[config.mk]
export PLATFORM = sky130hd
export DESIGN_NAME = mac_seq_acc
export DESIGN_NICKNAME = d
export VERILOG_FILES = /design/src/rtl/mac_pkg.sv /design/src/rtl/mac_shift_add_mul.sv /design/src/rtl/mac_seq_acc.sv
export SDC_FILE = /design/constraint.sdc
export NUM_CORES = 1
export LEC_CHECK = 0
export BUFFER_PORTS_ARGS = -buffer_cell sky130_fd_sc_hd__buf_2
export CORE_ASPECT_RATIO = 1.4
export CORE_MARGIN = 4
export CORE_UTILIZATION = 40
export CTS_BUF_LIST = sky130_fd_sc_hd__clkbuf_16
export CTS_CLUSTER_SIZE = 14
export DETAILED_ROUTE_END_ITERATION = 16
export SLEW_MARGIN = 15
export SYNTH_ARGS = -nofsm -noshare
export SYNTH_HDL_FRONTEND = slang
export SYNTH_SLANG_ARGS = --single-unit
[constraint.sdc]
create_clock -name clk -period 2.2 [get_ports clk]
set_input_delay 0 -clock clk [delete_from_list [all_inputs] [get_ports clk]]
set_output_delay 0 -clock clk [all_outputs]
set_load 0.005 [all_outputs]
[src/rtl/mac_pkg.sv]
// Shared types and sizing helpers for the sequential multiply-accumulate block.
// State encoding and slice-select width derivation used by mac_seq_acc and its core.
package mac_pkg;

    typedef enum logic [1:0] {
        IDLE = 2'd0,
        MUL  = 2'd1,
        ACC  = 2'd2
    } state_e;

    // Slice-select width; at least one bit even for a single-slice accumulator.
    function automatic int calc_sel_w(input int acc_w, input int out_w);
        int nslice;
        nslice = acc_w / out_w;
        return (nslice > 1) ? $clog2(nslice) : 1;
    endfunction

endpackage

[src/rtl/mac_shift_add_mul.sv]
// Shift-add unsigned multiplier core: one multiplier bit per step cycle.
// Latency: DATA_W step cycles after start; finish is high on the last step.
// Backpressure: none; the caller sequences start/step.
module mac_shift_add_mul
    import mac_pkg::*;
#(
    parameter int DATA_W = 8
) (
    input  logic                  clk,
    input  logic                  rst_n,
    input  logic                  start,
    input  logic                  step,
    input  logic [DATA_W-1:0]     a,
    input  logic [DATA_W-1:0]     b,
    output logic [2*DATA_W-1:0]   prod,
    output logic                  finish
);

    localparam int CNT_W = $clog2(DATA_W + 1);

    logic [2*DATA_W-1:0] mcand;
    logic [DATA_W-1:0]   mplr;
    logic [CNT_W-1:0]    cnt;

    always_ff @(posedge clk or negedge rst_n) begin
        if (!rst_n) begin
            mcand <= '0;
            mplr  <= '0;
            prod  <= '0;
            cnt   <= '0;
        end else if (start) begin
            mcand <= {{DATA_W{1'b0}}, a};
            mplr  <= b;
            prod  <= '0;
            cnt   <= '0;
        end else if (step) begin
            if (mplr[0]) begin
                prod <= prod + mcand;
            end
            mcand <= mcand << 1;
            mplr  <= mplr >> 1;
            cnt   <= cnt + 1'b1;
        end
    end

    // Fixed latency: no early exit when the remaining multiplier bits are zero.
    assign finish = step && (cnt == CNT_W'(DATA_W - 1));

endmodule

[src/rtl/mac_seq_acc.sv]
// Sequential MAC: shift-add multiply then accumulate into a sliced accumulator; MAC_SATURATE_EN clamps on overflow.
// Latency: DATA_W+1 edges from accept to accumulator update, done pulses the cycle after.
// Backpressure: in_ready only in IDLE; one operation per DATA_W+2 cycles.
module mac_seq_acc
    import mac_pkg::*;
#(
    parameter  int DATA_W = 8,
    parameter  int ACC_W  = 24,
    parameter  int OUT_W  = 8,
    localparam int NSLICE = ACC_W / OUT_W,
    localparam int SEL_W  = calc_sel_w(ACC_W, OUT_W)
) (
    input  logic              clk,
    input  logic              rst_n,
    input  logic              in_valid,
    output logic              in_ready,
    input  logic [DATA_W-1:0] in_a,
    input  logic [DATA_W-1:0] in_b,
    input  logic              acc_clr,
    output logic              busy,
    output logic              done,
    output logic              ovf,
    input  logic [SEL_W-1:0]  sel,
    output logic [OUT_W-1:0]  slice_out,
    input  logic              ld_en,
    input  logic [OUT_W-1:0]  ld_data
);

    state_e              state;
    state_e              state_nxt;
    logic                accept;
    logic                mul_finish;
    logic [2*DATA_W-1:0] prod;
    logic [ACC_W-1:0]    acc;
    logic [ACC_W:0]      sum;
    logic [ACC_W-1:0]    acc_sum;
    logic [ACC_W-1:0]    acc_ld;
    logic                ld_hit;

    assign in_ready = (state == IDLE);
    assign busy     = (state == MUL) || (state == ACC);
    assign accept   = in_valid && in_ready;

    mac_shift_add_mul #(
        .DATA_W (DATA_W)
    ) u_mul (
        .clk    (clk),
        .rst_n  (rst_n),
        .start  (accept),
        .step   (state == MUL),
        .a      (in_a),
        .b      (in_b),
        .prod   (prod),
        .finish (mul_finish)
    );

    always_comb begin
        state_nxt = state;
        case (state)
            IDLE:    if (accept) state_nxt = MUL;
            MUL:     if (mul_finish) state_nxt = ACC;
            ACC:     state_nxt = IDLE;
            default: state_nxt = IDLE;
        endcase
    end

    assign sum = {1'b0, acc} + {{(ACC_W + 1 - 2*DATA_W){1'b0}}, prod};

`ifdef MAC_SATURATE_EN
    assign acc_sum = sum[ACC_W] ? {ACC_W{1'b1}} : sum[ACC_W-1:0];
`else
    assign acc_sum = sum[ACC_W-1:0];
`endif

    // Out-of-range selects match no slice, so the load and the readout both fall away.
    always_comb begin
        acc_ld    = acc;
        ld_hit    = 1'b0;
        slice_out = '0;
        for (int i = 0; i < NSLICE; i++) begin
            if (sel == SEL_W'(i)) begin
                acc_ld[i*OUT_W +: OUT_W] = ld_data;
                ld_hit                   = 1'b1;
                slice_out                = acc[i*OUT_W +: OUT_W];
            end
        end
    end

    always_ff @(posedge clk or negedge rst_n) begin
        if (!rst_n) begin
            state <= IDLE;
            done  <= 1'b0;
        end else begin
            state <= state_nxt;
            done  <= (state == ACC);
        end
    end

    // Clear beats accumulate beats load; a clear on the ACC edge drops the product.
    always_ff @(posedge clk or negedge rst_n) begin
        if (!rst_n) begin
            acc <= '0;
            ovf <= 1'b0;
        end else if (acc_clr) begin
            acc <= '0;
            ovf <= 1'b0;
        end else if (state == ACC) begin
            acc <= acc_sum;
            if (sum[ACC_W]) begin
                ovf <= 1'b1;
            end
        end else if (ld_en && ld_hit && (state == IDLE)) begin
            acc <= acc_ld;
        end
    end

endmodule

Word level (Yosys, flattened, before mapping):

Cells that the tools add are included.

* reduce and logical (&&, ||, !) cells: 21
* add/sub/neg operators: 3
* muxes and demuxes: 27
* equality and inequality tests: 7

Operators with widths (count)
* 16-bit 2-to-1 mux: 5
* 24-bit 2-to-1 mux: 3
* 8-bit 2-to-1 mux: 8
* 24-bit by 16-bit adder with 25-bit output: 1
* 16-bit adder: 1
* 2-bit AND reduction: 6
* 3-bit nonzero test: 4
* 4-bit 2-to-1 mux: 2
* 2-bit nonzero test: 4
* 1-bit 2-to-1 mux: 6
* 4-bit by 1-bit adder with 4-bit output (second input constant): 1
* 2-bit by 1-bit equality test with 1-bit output (second input constant): 2
* 2-bit equality test (second input constant): 2
* 4-bit by 3-bit equality test with 1-bit output (second input constant): 1
* 1-bit logical AND: 4
* 2-bit logical NOT: 2
* 2-bit 2-to-1 mux: 2
* 2-bit one-hot mux with 2 select lines: 1
* 2-bit by 1-bit inequality test with 1-bit output (second input constant): 1
* 2-bit inequality test (second input constant): 1
* 1-bit logical OR: 1

* logic and storage cells: 68
* input port bits: 31
* output and inout port bits: 12
* bits in registers: 72

Longest topological paths before layout:

* depth in word-level cells: 9
* gate-level depth with buffers: 10
* depth with buffers taken out: 10

Modules after synthesis:

A second synthesis with hierarchy kept.

* cells, all modules: 551
* area, all modules: 4997.3 sq um

Modules (own cells, without submodules)
* mac_shift_add_mul: sequential area each 1101.1 sq um, instances 1, cells each 263, area each 2561.2 sq um
* mac_seq_acc: sequential area each 700.7 sq um, instances 1, cells each 288, area each 2436.1 sq um

Least setup slack after synthesis:

OpenSTA, ideal clock, no wires.

* path kind: flip-flop to flip-flop
* start: reg u_mul.prod[0]
* end: reg acc[20]
* setup slack: -0.239 ns
* stages on the path, launching flop included: 10
* buffers on the path: 0
* required time: 2.104 ns
* clock period less this slack: 2.439 ns
* arrival time: 2.343 ns
* library setup time: 0.096 ns
* path through: dfrtp_1 ha_1 fa_1 a21oi_2 o21ai_2 a211oi_4 o31a_4 o221ai_4 and3_1 a311oi_2

* cells in the longest elaborated chain, start to end: 3

Ends and longest elaborated chain
* start: declaration: RTL line mac_shift_add_mul.sv:15 `output logic [2*DATA_W-1:0] prod,`
* start signal: assignment: RTL line mac_shift_add_mul.sv:38 `prod <= prod + mcand;`
* 24-bit by 16-bit adder with 25-bit output: RTL line mac_seq_acc.sv:67 `assign sum = {1'b0, acc} + {{(ACC_W + 1 - 2*DATA_W){1'b0}}, prod};`
* 24-bit 2-to-1 mux: RTL line mac_seq_acc.sv:107 `end else if (state == ACC) begin`
* 24-bit 2-to-1 mux: RTL line mac_seq_acc.sv:104 `end else if (acc_clr) begin`
* end signal: assignment: RTL line mac_seq_acc.sv:108 `acc <= acc_sum;`
* end signal: assignment: RTL line mac_seq_acc.sv:113 `acc <= acc_ld;`
* end: declaration: RTL line mac_seq_acc.sv:34 `logic [ACC_W-1:0] acc;`

Every way passes these cells.
A chain may end at the register's enable or synchronous reset.

Worst setup path after layout:

* start: reg u_mul.prod[0]
* end: reg acc[8]

Same word-level chain as after synthesis.

==> results_dict.tcl <==
set metrics [dict create \
    relSlewSlack_pct 54.1 \
    rows 48 \
    n_fill_cell 1094 \
    dp_cells 809 \
    synthFlopType "dfrtp_1" \
    drt_iter0_markers 138 \
    grt_max_degree 40 \
    synthMostInstantiatedCell "dfrtp_1" \
    die_w_microns 103 \
    hold_viol_final 0 \
    cts.htree.levels 3 \
    synth.area.top_cells "dfrtp_1 36%, ha_1 8.7%, mux2i_1 7.6%, nand2_1 4.9%, o21ai_0 4.3%" \
    routed_wl_mm 14.3 \
    fin_ws_ps -272 \
    clock-root-buffer "clkbuf_16" \
    ys_seq_area_share_pct 35.9 \
    vias 4668 \
    yosys.area.top_type "dfrtp_1" \
    drc 0 \
    die_h_microns 141 \
    ys_warn_count 0 \
    port-buffer-count 42 \
    fmax_ghz 0.405 \
    dieArea_sq_mm 0.0144 \
    worstSetupEndpointType "flip-flop" \
    path_class "flip-flop to flip-flop" \
    path_clk_slew_ps 60 \
    io_pins 43 \
    worstPathRequired_ps 2480 \
    cp-start-kind "flip-flop" \
    setup_viol 14 \
    slew_violations 0 \
    fin_skew_ps 6.70 \
    slowest_stage "a2111oi_1" \
    postLayoutCellArea_sq_mm 0.00683 \
    drive_gt1_share_pct 30.4 \
    start_util_pct 40.8 \
    syn-mean-instance-area_sq_um 9.06 \
    power.leakage_uw 0.00326 \
    cts_buffer_depth 2 \
    status "complete, but fails checks" \
    violations "negative setup slack" \
    clock_latency_ps 340 \
    detailed_place_hpwl_mm 10.7 \
    hold_path.class "input pin to flip-flop" \
    power_uw 8480 \
    rsz0062_at_grt "yes" \
    yosysTopAreaCellShare_pct 35.9 \
    power.density_mw_per_mm2 1240 \
    cts_buffers 9 \
    finalCritPeriodShare_pct 112 \
    synth_cell_types 65 \
    avgRoutedWirePerCell_microns 16.8 \
    grt.total_usage_pct 21.0 \
    gr-total-overflow 0 \
    synth-edff-count 0 \
    max_stage_delay_ps 400 \
    final_nets 768 \
    synthArstFlopShare_pct 100 \
    via_per_inst 5.47 \
    path_buf_inv 1 \
    coreArea_sq_mm 0.0123 \
    fin_crit_ps 2470 \
    drv_cap 0 \
    syn_to_final_growth_pct 36.1 \
    crit_family "compound AO/OA/AOI/OAI gates" \
    worstPathCellList "ha_2 -> fa_2 -> a21oi_4 -> o21ai_4 -> a211oi_4 -> buf_4 -> nor2_4 -> xnor2_1 -> a2111oi_1 -> a21o_1" \
    syn-cell-area_sq_mm 0.00502 \
    layoutNonFillerInstCount 853 \
    cts_sinks 72 \
    cts_tree "done" \
    synth_common_cells "72 x dfrtp_1, 66 x nand2_1, 47 x nor2_1, 43 x o21ai_0, 38 x mux2i_1" \
    crit_path_max_fanout 4 \
    peakVddDrop_uv 678 \
    dpl_worst_slack_ps -311 \
    antenna_found_initial 0 \
    synthCells 554 \
    worstPathArrival_ps 2750 \
    placed_area_sq_mm 0.00600 \
    worst_slew_pin_slew_ps 687 \
    diodes 0 \
    multi_input_area_sq_mm 0.00336 \
    ys_ff_latch 72 \
    seq_area_sq_mm 0.00180 \
    grt_pass1_vias 4920 \
    drt_pre_antenna_iters 4 \
    grt_pass1_wl_mm 23.9 \
    synth_fp_nets 622 \
    final_antenna_net_count 0 \
    gp_congestion 0.879 \
]
-- tightest hold or removal path, cell delays in order --
cell     delay [ps]
buf_2           110
mux2i_1         130
o31ai_1          80
-- report_power, final --
part	switching [uW]	internal [uW]	total, uW
registers	479	1840	2320
clock network	548	732	1280
logic	2510	2380	4890
-- cell type report --
type                       count  area share (%)
inverter                      16           0.879
timing repair buffer         162            17.2
multi-input combinational    439            49.1
clock inverter                 5           0.293
tap                          150            2.75
clock buffer                   9            3.30
sequential                    72            26.4
-- flip-flops by register name, summed over array words and instances, names as in the netlist --
signal and count:
acc 24, state 2, u_mul.mplr 8, u_mul.prod 16, u_mul.cnt 4, u_mul.mcand 16
done 1, ovf 1
-- cell families (layout without fill, tap and decap cells) --
group,Yosys count,after routing,synth area share [%]
buf+inv,43,192,3.27
simple gates,177,177,16.3
fa+ha+maj,37,37,9.52
mux,38,38,7.58
compound gates,165,165,23.6
xor+xnor,22,22,3.84
flops,72,72,35.9
-- cell usage in the layout, fill, tap and decap left out, types with 5 or more instances in the layout --
master / synthesis / final
a21oi_2: 4 / 7
inv_1: 16 / 18
ha_1: 35 / 28
a21oi_1: 30 / 24
nand2b_1: 5 / 5
nor2_1: 47 / 45
ha_4: 0 / 6
buf_4: 0 / 97
a21o_1: 14 / 14
xor2_1: 11 / 11
o21bai_1: 7 / 7
nor3_1: 8 / 7
clkbuf_16: 0 / 9
o21a_1: 8 / 8
nand4_1: 5 / 5
dfrtp_1: 72 / 70
a211oi_2: 0 / 5
nor2b_1: 7 / 6
buf_2: 2 / 41
and3_1: 10 / 9
mux2i_1: 38 / 38
nand2_1: 66 / 65
dlygate4sd3_1: 0 / 21
nand3_1: 10 / 10
xnor2_1: 11 / 10
o21ai_0: 43 / 43
-- path summary, 6_finish.rpt --
kind | startpoint | endpoint | slack (ps) | depth (start not counted)
max | u_mul.prod[0] | acc[8] | -270 | 10
min | ld_data[0] | acc[0] | 20 | 3
max reg2reg | u_mul.prod[0] | acc[8] | -270 | 10
min reg2reg | state[0] | state[0] | 520 | 1
max in group asynchronous | rst_n | state[1] | 1340 | 3
min in group asynchronous | rst_n | acc[21] | 180 | 2
-- metal layers --
layer,global-route usage (%),up-vias,routed length [microns]
met5,0,-,0
li1,-,2311,-
met3,2.49,35,458
met2,37.6,100,7690
met4,10.8,0,516
met1,23.8,2222,5640
-- timing repair --
item,in CTS,in global routing
hold buffers,21,0
pin swaps,34,30
hold endpoints to repair,57,0
resized for setup,34,22
setup endpoints to repair,22,26
setup buffers,4,9
-- stage by stage --
stage / utilization, % / hold slack, ps / setup TNS, ps
after floorplan: - / -296 / -340
after global placement: 48.8 / 13.0 / -2120
after detailed placement: 48.8 / 19.7 / -3310
after CTS: 54.1 / 13.5 / -2320
after global routing: 55.5 / 31.1 / -4280
final: 55.5 / 20.8 / -2020
Power figures use the tool's default switching activity.
